===== config.mk =====
export PLATFORM = sky130hd
export DESIGN_NAME = morse_rx
export DESIGN_NICKNAME = d
export VERILOG_FILES = /design/src/rtl/morse_pkg.sv /design/src/rtl/morse2ascii_lut.sv /design/src/rtl/morse_rx.sv
export SDC_FILE = /design/constraint.sdc
export NUM_CORES = 1
export LEC_CHECK = 0
export BUFFER_PORTS_ARGS = -buffer_cell sky130_fd_sc_hd__buf_2
export CAP_MARGIN = 20
export CORE_AREA = 4 4 78 80
export CTS_BUF_LIST = sky130_fd_sc_hd__clkbuf_8 sky130_fd_sc_hd__clkbuf_16
export DETAILED_ROUTE_END_ITERATION = 7
export DIE_AREA = 0 0 82 84
export PLACE_DENSITY = 0.73
export SLEW_MARGIN = 40
export SYNTH_ARGS = -nofsm -noshare
export SYNTH_HDL_FRONTEND = slang
export SYNTH_SLANG_ARGS = --single-unit

===== constraint.sdc =====
create_clock -name clk -period 2.9 [get_ports clk]
set_input_delay 0.29 -clock clk [delete_from_list [all_inputs] [get_ports clk]]
set_output_delay 0.29 -clock clk [all_outputs]
set_load 0.005 [all_outputs]

===== src/rtl/morse_pkg.sv =====
// Shared types and timing constants for the Morse receiver.
package morse_pkg;

  typedef enum logic [1:0] {S_IDLE, S_MARK, S_GAP, S_LGAP} state_e;

  localparam int DASH_UNITS   = 2;
  localparam int LETTER_UNITS = 2;
  localparam int WORD_UNITS   = 5;
  localparam int SAT_UNITS    = 8;
  localparam int PAT_BITS     = 6;

  localparam logic [7:0] ASCII_SPACE = 8'h20;

  // bits holds the symbols received so far, 1 = dash, LSB = most recent
  typedef struct packed {
    logic [2:0]          len;
    logic [PAT_BITS-1:0] bits;
  } pattern_t;

  function automatic pattern_t pat_push(input pattern_t p, input logic sym);
    pattern_t r;
    r.len  = p.len + 3'd1;
    r.bits = {p.bits[PAT_BITS-2:0], sym};
    return r;
  endfunction

endpackage


===== src/rtl/morse2ascii_lut.sv =====
// Combinational Morse pattern to ASCII lookup: letters, digits, common punctuation.
module morse2ascii_lut
  import morse_pkg::*;
(
  input  pattern_t   pat,
  output logic       hit,
  output logic [7:0] ascii
);

  // Unused high bits of pat.bits are always zero, so the full word is the key.
  always_comb begin
    hit   = 1'b1;
    ascii = 8'h00;
    case ({pat.len, pat.bits})
      {3'd1, 6'b000000}: ascii = "E";
      {3'd1, 6'b000001}: ascii = "T";
      {3'd2, 6'b000000}: ascii = "I";
      {3'd2, 6'b000001}: ascii = "A";
      {3'd2, 6'b000010}: ascii = "N";
      {3'd2, 6'b000011}: ascii = "M";
      {3'd3, 6'b000000}: ascii = "S";
      {3'd3, 6'b000001}: ascii = "U";
      {3'd3, 6'b000010}: ascii = "R";
      {3'd3, 6'b000011}: ascii = "W";
      {3'd3, 6'b000100}: ascii = "D";
      {3'd3, 6'b000101}: ascii = "K";
      {3'd3, 6'b000110}: ascii = "G";
      {3'd3, 6'b000111}: ascii = "O";
      {3'd4, 6'b000000}: ascii = "H";
      {3'd4, 6'b000001}: ascii = "V";
      {3'd4, 6'b000010}: ascii = "F";
      {3'd4, 6'b000100}: ascii = "L";
      {3'd4, 6'b000110}: ascii = "P";
      {3'd4, 6'b000111}: ascii = "J";
      {3'd4, 6'b001000}: ascii = "B";
      {3'd4, 6'b001001}: ascii = "X";
      {3'd4, 6'b001010}: ascii = "C";
      {3'd4, 6'b001011}: ascii = "Y";
      {3'd4, 6'b001100}: ascii = "Z";
      {3'd4, 6'b001101}: ascii = "Q";
      {3'd5, 6'b011111}: ascii = "0";
      {3'd5, 6'b001111}: ascii = "1";
      {3'd5, 6'b000111}: ascii = "2";
      {3'd5, 6'b000011}: ascii = "3";
      {3'd5, 6'b000001}: ascii = "4";
      {3'd5, 6'b000000}: ascii = "5";
      {3'd5, 6'b010000}: ascii = "6";
      {3'd5, 6'b011000}: ascii = "7";
      {3'd5, 6'b011100}: ascii = "8";
      {3'd5, 6'b011110}: ascii = "9";
      {3'd5, 6'b010010}: ascii = "/";
      {3'd5, 6'b010001}: ascii = "=";
      {3'd5, 6'b001010}: ascii = "+";
      {3'd5, 6'b010110}: ascii = "(";
      {3'd6, 6'b010101}: ascii = ".";
      {3'd6, 6'b110011}: ascii = ",";
      {3'd6, 6'b001100}: ascii = "?";
      {3'd6, 6'b011110}: ascii = "'";
      {3'd6, 6'b100001}: ascii = "-";
      {3'd6, 6'b101101}: ascii = ")";
      {3'd6, 6'b111000}: ascii = ":";
      {3'd6, 6'b011010}: ascii = "@";
      default:           hit   = 1'b0;
    endcase
  end

endmodule


===== src/rtl/morse_rx.sv =====
// Morse receiver: times mark/space runs in PRESCALER units, decodes letters to ASCII.
// Optional `MORSE_RX_DEGLITCH_EN filters out runs of at most PRESCALER/4 cycles.
module morse_rx
  import morse_pkg::*;
#(
  parameter int PRESCALER   = 100000,
  parameter int MAX_SYMBOLS = 6
) (
  input  logic       clk,
  input  logic       arst_n,
  input  logic       morse_in,
  output logic [7:0] ascii_out,
  output logic       ascii_valid,
  input  logic       ascii_ready,
  output logic       decode_err,
  output logic       overrun,
  output state_e     state_dbg
);

  localparam int CW = $clog2(SAT_UNITS * PRESCALER) + 1;
  localparam logic [CW-1:0] DASH_CNT   = CW'(DASH_UNITS * PRESCALER);
  localparam logic [CW-1:0] LETTER_CNT = CW'(LETTER_UNITS * PRESCALER);
  localparam logic [CW-1:0] WORD_CNT   = CW'(WORD_UNITS * PRESCALER);
  localparam logic [CW-1:0] SAT_CNT    = CW'(SAT_UNITS * PRESCALER);

  logic sync1, m_raw, m;

  // Synchronizer flops are not reset so a line held high across reset stays a mark.
  always_ff @(posedge clk) begin
    sync1 <= morse_in;
    m_raw <= sync1;
  end

`ifdef MORSE_RX_DEGLITCH_EN
  localparam int GLITCH = PRESCALER / 4;
  localparam int GW     = $clog2(GLITCH + 1);
  logic [GW-1:0] g_cnt;

  // m follows m_raw only after the new level has held for GLITCH+1 cycles;
  // both edges are delayed equally, so run lengths are preserved.
  always_ff @(posedge clk) begin
    if (!arst_n) begin
      g_cnt <= '0;
      m     <= m_raw;
    end else if (m_raw == m) begin
      g_cnt <= '0;
    end else if (g_cnt == GW'(GLITCH)) begin
      g_cnt <= '0;
      m     <= m_raw;
    end else begin
      g_cnt <= g_cnt + 1'b1;
    end
  end
`else
  assign m = m_raw;
`endif

  state_e         state, state_n;
  logic [CW-1:0]  cnt, cnt_n;
  pattern_t       pat, pat_n;
  logic           too_long, too_long_n;
  logic           armed;
  logic           emit, err_now;
  logic [7:0]     emit_char;
  logic           lut_hit;
  logic [7:0]     lut_ascii;

  morse2ascii_lut u_lut (
    .pat   (pat),
    .hit   (lut_hit),
    .ascii (lut_ascii)
  );

  always_ff @(posedge clk) begin
    if (!arst_n) begin
      state    <= S_IDLE;
      cnt      <= '0;
      pat      <= '0;
      too_long <= 1'b0;
      armed    <= 1'b0;
    end else begin
      state    <= state_n;
      cnt      <= cnt_n;
      pat      <= pat_n;
      too_long <= too_long_n;
      armed    <= armed | ~m;
    end
  end

  always_comb begin
    state_n    = state;
    cnt_n      = (cnt == SAT_CNT) ? cnt : cnt + 1'b1;
    pat_n      = pat;
    too_long_n = too_long;
    emit       = 1'b0;
    emit_char  = ASCII_SPACE;
    err_now    = 1'b0;
    case (state)
      S_IDLE: begin
        if (m && armed) begin
          state_n = S_MARK;
          cnt_n   = CW'(1);
        end
      end
      S_MARK: begin
        if (!m) begin
          state_n = S_GAP;
          cnt_n   = CW'(1);
          if (pat.len == 3'(MAX_SYMBOLS)) too_long_n = 1'b1;
          else                            pat_n      = pat_push(pat, cnt >= DASH_CNT);
        end
      end
      S_GAP: begin
        if (m) begin
          state_n = S_MARK;
          cnt_n   = CW'(1);
        end else if (cnt >= LETTER_CNT) begin
          state_n    = S_LGAP;
          pat_n      = '0;
          too_long_n = 1'b0;
          if (lut_hit && !too_long) begin
            emit      = 1'b1;
            emit_char = lut_ascii;
          end else begin
            err_now = 1'b1;
          end
        end
      end
      S_LGAP: begin
        if (m) begin
          state_n = S_MARK;
          cnt_n   = CW'(1);
        end else if (cnt >= WORD_CNT) begin
          state_n = S_IDLE;
          emit    = 1'b1;
        end
      end
      default: state_n = S_IDLE;
    endcase
  end

  // Output port: a transfer happens on a clk edge where ascii_valid && ascii_ready;
  // ascii_valid never drops without a transfer and ascii_out is stable while valid.
  always_ff @(posedge clk) begin
    if (!arst_n) begin
      ascii_out   <= 8'h00;
      ascii_valid <= 1'b0;
      decode_err  <= 1'b0;
      overrun     <= 1'b0;
    end else begin
      decode_err <= err_now;
      overrun    <= emit && ascii_valid && !ascii_ready;
      if (emit && (!ascii_valid || ascii_ready)) begin
        ascii_out   <= emit_char;
        ascii_valid <= 1'b1;
      end else if (ascii_valid && ascii_ready) begin
        ascii_valid <= 1'b0;
      end
    end
  end

  assign state_dbg = state;

endmodule


==> reports/results.ini <==
[pwr]
leakagePower_uw = 0.001239
ir_drop_mv = 0.3104
swShare_pct = 23.21
power_density_nw_per_um2 = 328.4
p_int_uw = 847.1
pwr-share-clk_pct = 37.2
power_switching_uw = 256.0
p_comb_share_pct = 4.2
seq_power_share_pct = 58.6

[flow_run]
maxCapViolations = 0

[critical_path]
worst_r2r_path_depth = 9
crit_start = pat[6]
r2r-end = ascii_out[6]
slowest_stage = a221oi_1
crit_arrival_ns = 2.80
worst_setup_path_end_kind = flop
crit_family = compound AO/OA/AOI/OAI gates
crit_buf_inv = 1
r2r_start = pat[6]
r2r_slack_ns = 0.30
worstSetupPathType = reg2reg
critPathLaunchType = flop
cp_max_fo = 8
cp_cell_sequence = inv_1 -> ha_1 -> nor2b_1 -> nor4b_2 -> a221oi_1 -> nand2_2 -> o31ai_4 -> nor3_2 -> a32o_1
crit_cells = 9
worstPathRequired_ns = 3.10
cpPeakStageDelay_ns = 0.56
worstSetupEndpoint = ascii_out[6]

[floorplan]
io_pins = 17
rows = 27
die_h_um = 84
design.die.area_um2 = 6888
initial_utilization_pct = 58.68
core-area_um2 = 5405
dieWidth_um = 82

[yosys]
yosysWarnings = 0
synth.distinct_cells = 73
synth_area_leaders = dfxtp_1 (29%), nor2_1 (6.3%), nand3_1 (4.3%), xor2_1 (4.1%), nand2_1 (4.0%)
ys.flop_type = dfxtp_1
syn_nets = 405
seq_area_frac_synth_pct = 29.03
syn_avg_cell_area_um2 = 8.030
synth_top_area_share_pct = 29.03
netlist_area_um2 = 3172
async_flop_share_pct = 0
netlist_instances = 395
synth_edf_count = 0
ys_ff_latch = 46
synth_top_area_cell = dfxtp_1

[sta]
fin_ws_ns = 0.2970
timing.final.crit_share_pct = 89.76
finalHoldViolCount = 0
fin_setup_tns_ns = 0
slew_viol_final = 0
final-setup-viol-count = 0
grt_setup_unrepaired = no
worstMarginPinSlew_ns = 0.7200
max_freq_mhz = 384.2
clock_skew_ns = 0.006762
fin_crit_ns = 2.603
relSlewSlack_pct = 51.87
hold_ws_ns = 0.08544

[placement]
pre_cts_slack_ns = 0.3583
hpwl_mm = 5.588
gp_congestion = 0.9702
portBuffers = 15

[clock_tree]
clkLatencyLatePin_ns = 0.30
holdBufCountCts = 0
ctsResizeCount = 0
clock_sinks = 46
root_buffer = clkbuf_8
cts_tree = done
htree_num_levels = 2
cts_made_buffers = 5
postCtsSetupBuffers = 0
path_clk_slew_ns = 0.09
cts_buffer_depth = 2

[routing]
wl_mm = 7.580
route.detailed.drc = 0
dr.pass1.iters = 5
viasPerCell = 6.174
wl_per_cell_um = 16.09
antenna_left = 0
via_count = 2908
drtIter0Drc = 258

[global_route]
grt_usage_pct = 23.22
antenna_found_initial = 0
grt_pass1_wl_mm = 12.84
first_global_vias = 2647
grt_max_degree = 21
grt_overflow = 0

[layout]
finalNetCount = 408
drive_above_1_share_pct = 14.29
areaGrowthSynthToFinish_pct = 5.917
insertedDiodeCount = 0

[status]
outcome = complete, no violations

[hold_path]
hold_path.class = in2reg

## power by group through the flow
| stage | registers (µW) | logic (µW) | clock network (µW) |
|---|---|---|---|
| global route | 648 | 53.5 | 453 |
| CTS | 647 | 46.7 | 421 |
| global placement | 661 | 46.1 | 0 |
| floorplan | 659 | 37.5 | 0 |
| finish | 647 | 46.1 | 410 |
| detailed placement | 662 | 46.6 | 0 |
## cells by family (layout without fill, tap and decap cells)
group / Yosys count / in the layout / share of synthesized area (%)
and+or+nand+nor: 190 / 190 / 33.18
AOI/OAI and AO/OA: 85 / 85 / 21.82
DFF: 46 / 46 / 29.03
buffers and inverters: 42 / 46 / 6.430
xor gates and xnor gates: 22 / 22 / 6.075
adders and majority gates: 6 / 6 / 2.367
muxes: 3 / 3 / 0.9862
other: 1 / 1 / 0.1182
## cell usage after synthesis, types with 5 or more instances
master,number
clkbuf_1,13
dfxtp_1,46
nand2b_1,6
a32o_1,8
inv_1,11
a21oi_1,21
ha_1,6
o21ai_0,8
nor3_1,9
buf_4,9
nand3_1,27
nand4_1,7
a31oi_1,6
xnor2_1,7
xor2_1,15
nor2b_1,7
nor4_1,5
nand2_1,34
nor2_1,53
## worst register-to-register path, cell delays in order, from the launching register on
cell      delay [ns]
dfxtp_1         0.41
inv_1           0.09
ha_1            0.28
nor2b_1         0.18
nor4b_2         0.20
a221oi_1        0.56
nand2_2         0.16
o31ai_4         0.26
nor3_2          0.12
a32o_1          0.24
## routing by layer
| metal | part of all wire (%) | track usage (%) | vias to the layer above |
|---|---|---|---|
| met2 | 50 | 39.16 | 70 |
| met1 | 44 | 29.99 | 1386 |
| met5 | 0 | 0 | - |
| met4 | 1.5 | 7.251 | 0 |
| met3 | 3.8 | 3.240 | 13 |
| li1 | - | - | 1439 |
## layout by cell type (no fill, tap or decap), types with 7 or more instances in the layout
| master | instances |
|---|---|
| xor2_1 | 15 |
| dfxtp_1 | 46 |
| nor2_1 | 53 |
| buf_4 | 12 |
| nand3_1 | 27 |
| a21oi_1 | 21 |
| a32o_1 | 8 |
| nand2_1 | 34 |
| buf_2 | 15 |
| inv_1 | 12 |
| xnor2_1 | 7 |
| o21ai_0 | 8 |
| nand4_1 | 7 |
| nor3_1 | 9 |
| nor2b_1 | 7 |
## worst min path at each step
| stage | slack, ns | end | startpoint | cells after the start |
|---|---|---|---|---|
| 2_1_floorplan | 0.31 | m | sync1 | 0 |
| 3_3_place_gp | 0.31 | m | sync1 | 0 |
| 3_5_place_dp | 0.34 | m | sync1 | 0 |
| 4_1_cts | 0.08 | sync1 | morse_in | 1 |
| 5_1_grt | 0.08 | sync1 | morse_in | 1 |
| 6_report | 0.09 | sync1 | morse_in | 1 |
## registers in the layout, summed over array words and instances, names as in the netlist
register and count:
cnt 21, pat 9, ascii_out 7, state_dbg 2, armed 1, ascii_valid 1, decode_err 1, m 1
overrun 1, sync1 1, too_long 1
## metrics by stage
| step | area, µm² | cells | power, µW | util [%] |
|---|---|---|---|---|
| global route | 3359 | 471 | 1154 | 62.15 |
| CTS | 3359 | 471 | 1114 | 62.15 |
| detailed placement | 3264 | 463 | 708.3 | 60.39 |
| finish | 3359 | 471 | 1103 | 62.15 |
| global placement | 3264 | 463 | 707.4 | 60.39 |
| floorplan | 3172 | 395 | 696.0 | - |
## area by class of cell
| type | count | area (µm²) |
|---|---|---|
| multi-input cells | 307 | 2047 |
| fillers | 506 | 2046 |
| flip-flops and latches | 46 | 920.9 |
| repair buffers | 27 | 165.2 |
| well taps | 72 | 90.09 |
| clock buffers | 6 | 82.58 |
| inverters | 11 | 41.29 |
| clock inverters | 2 | 12.51 |
(Power assumes the default switching activity.)
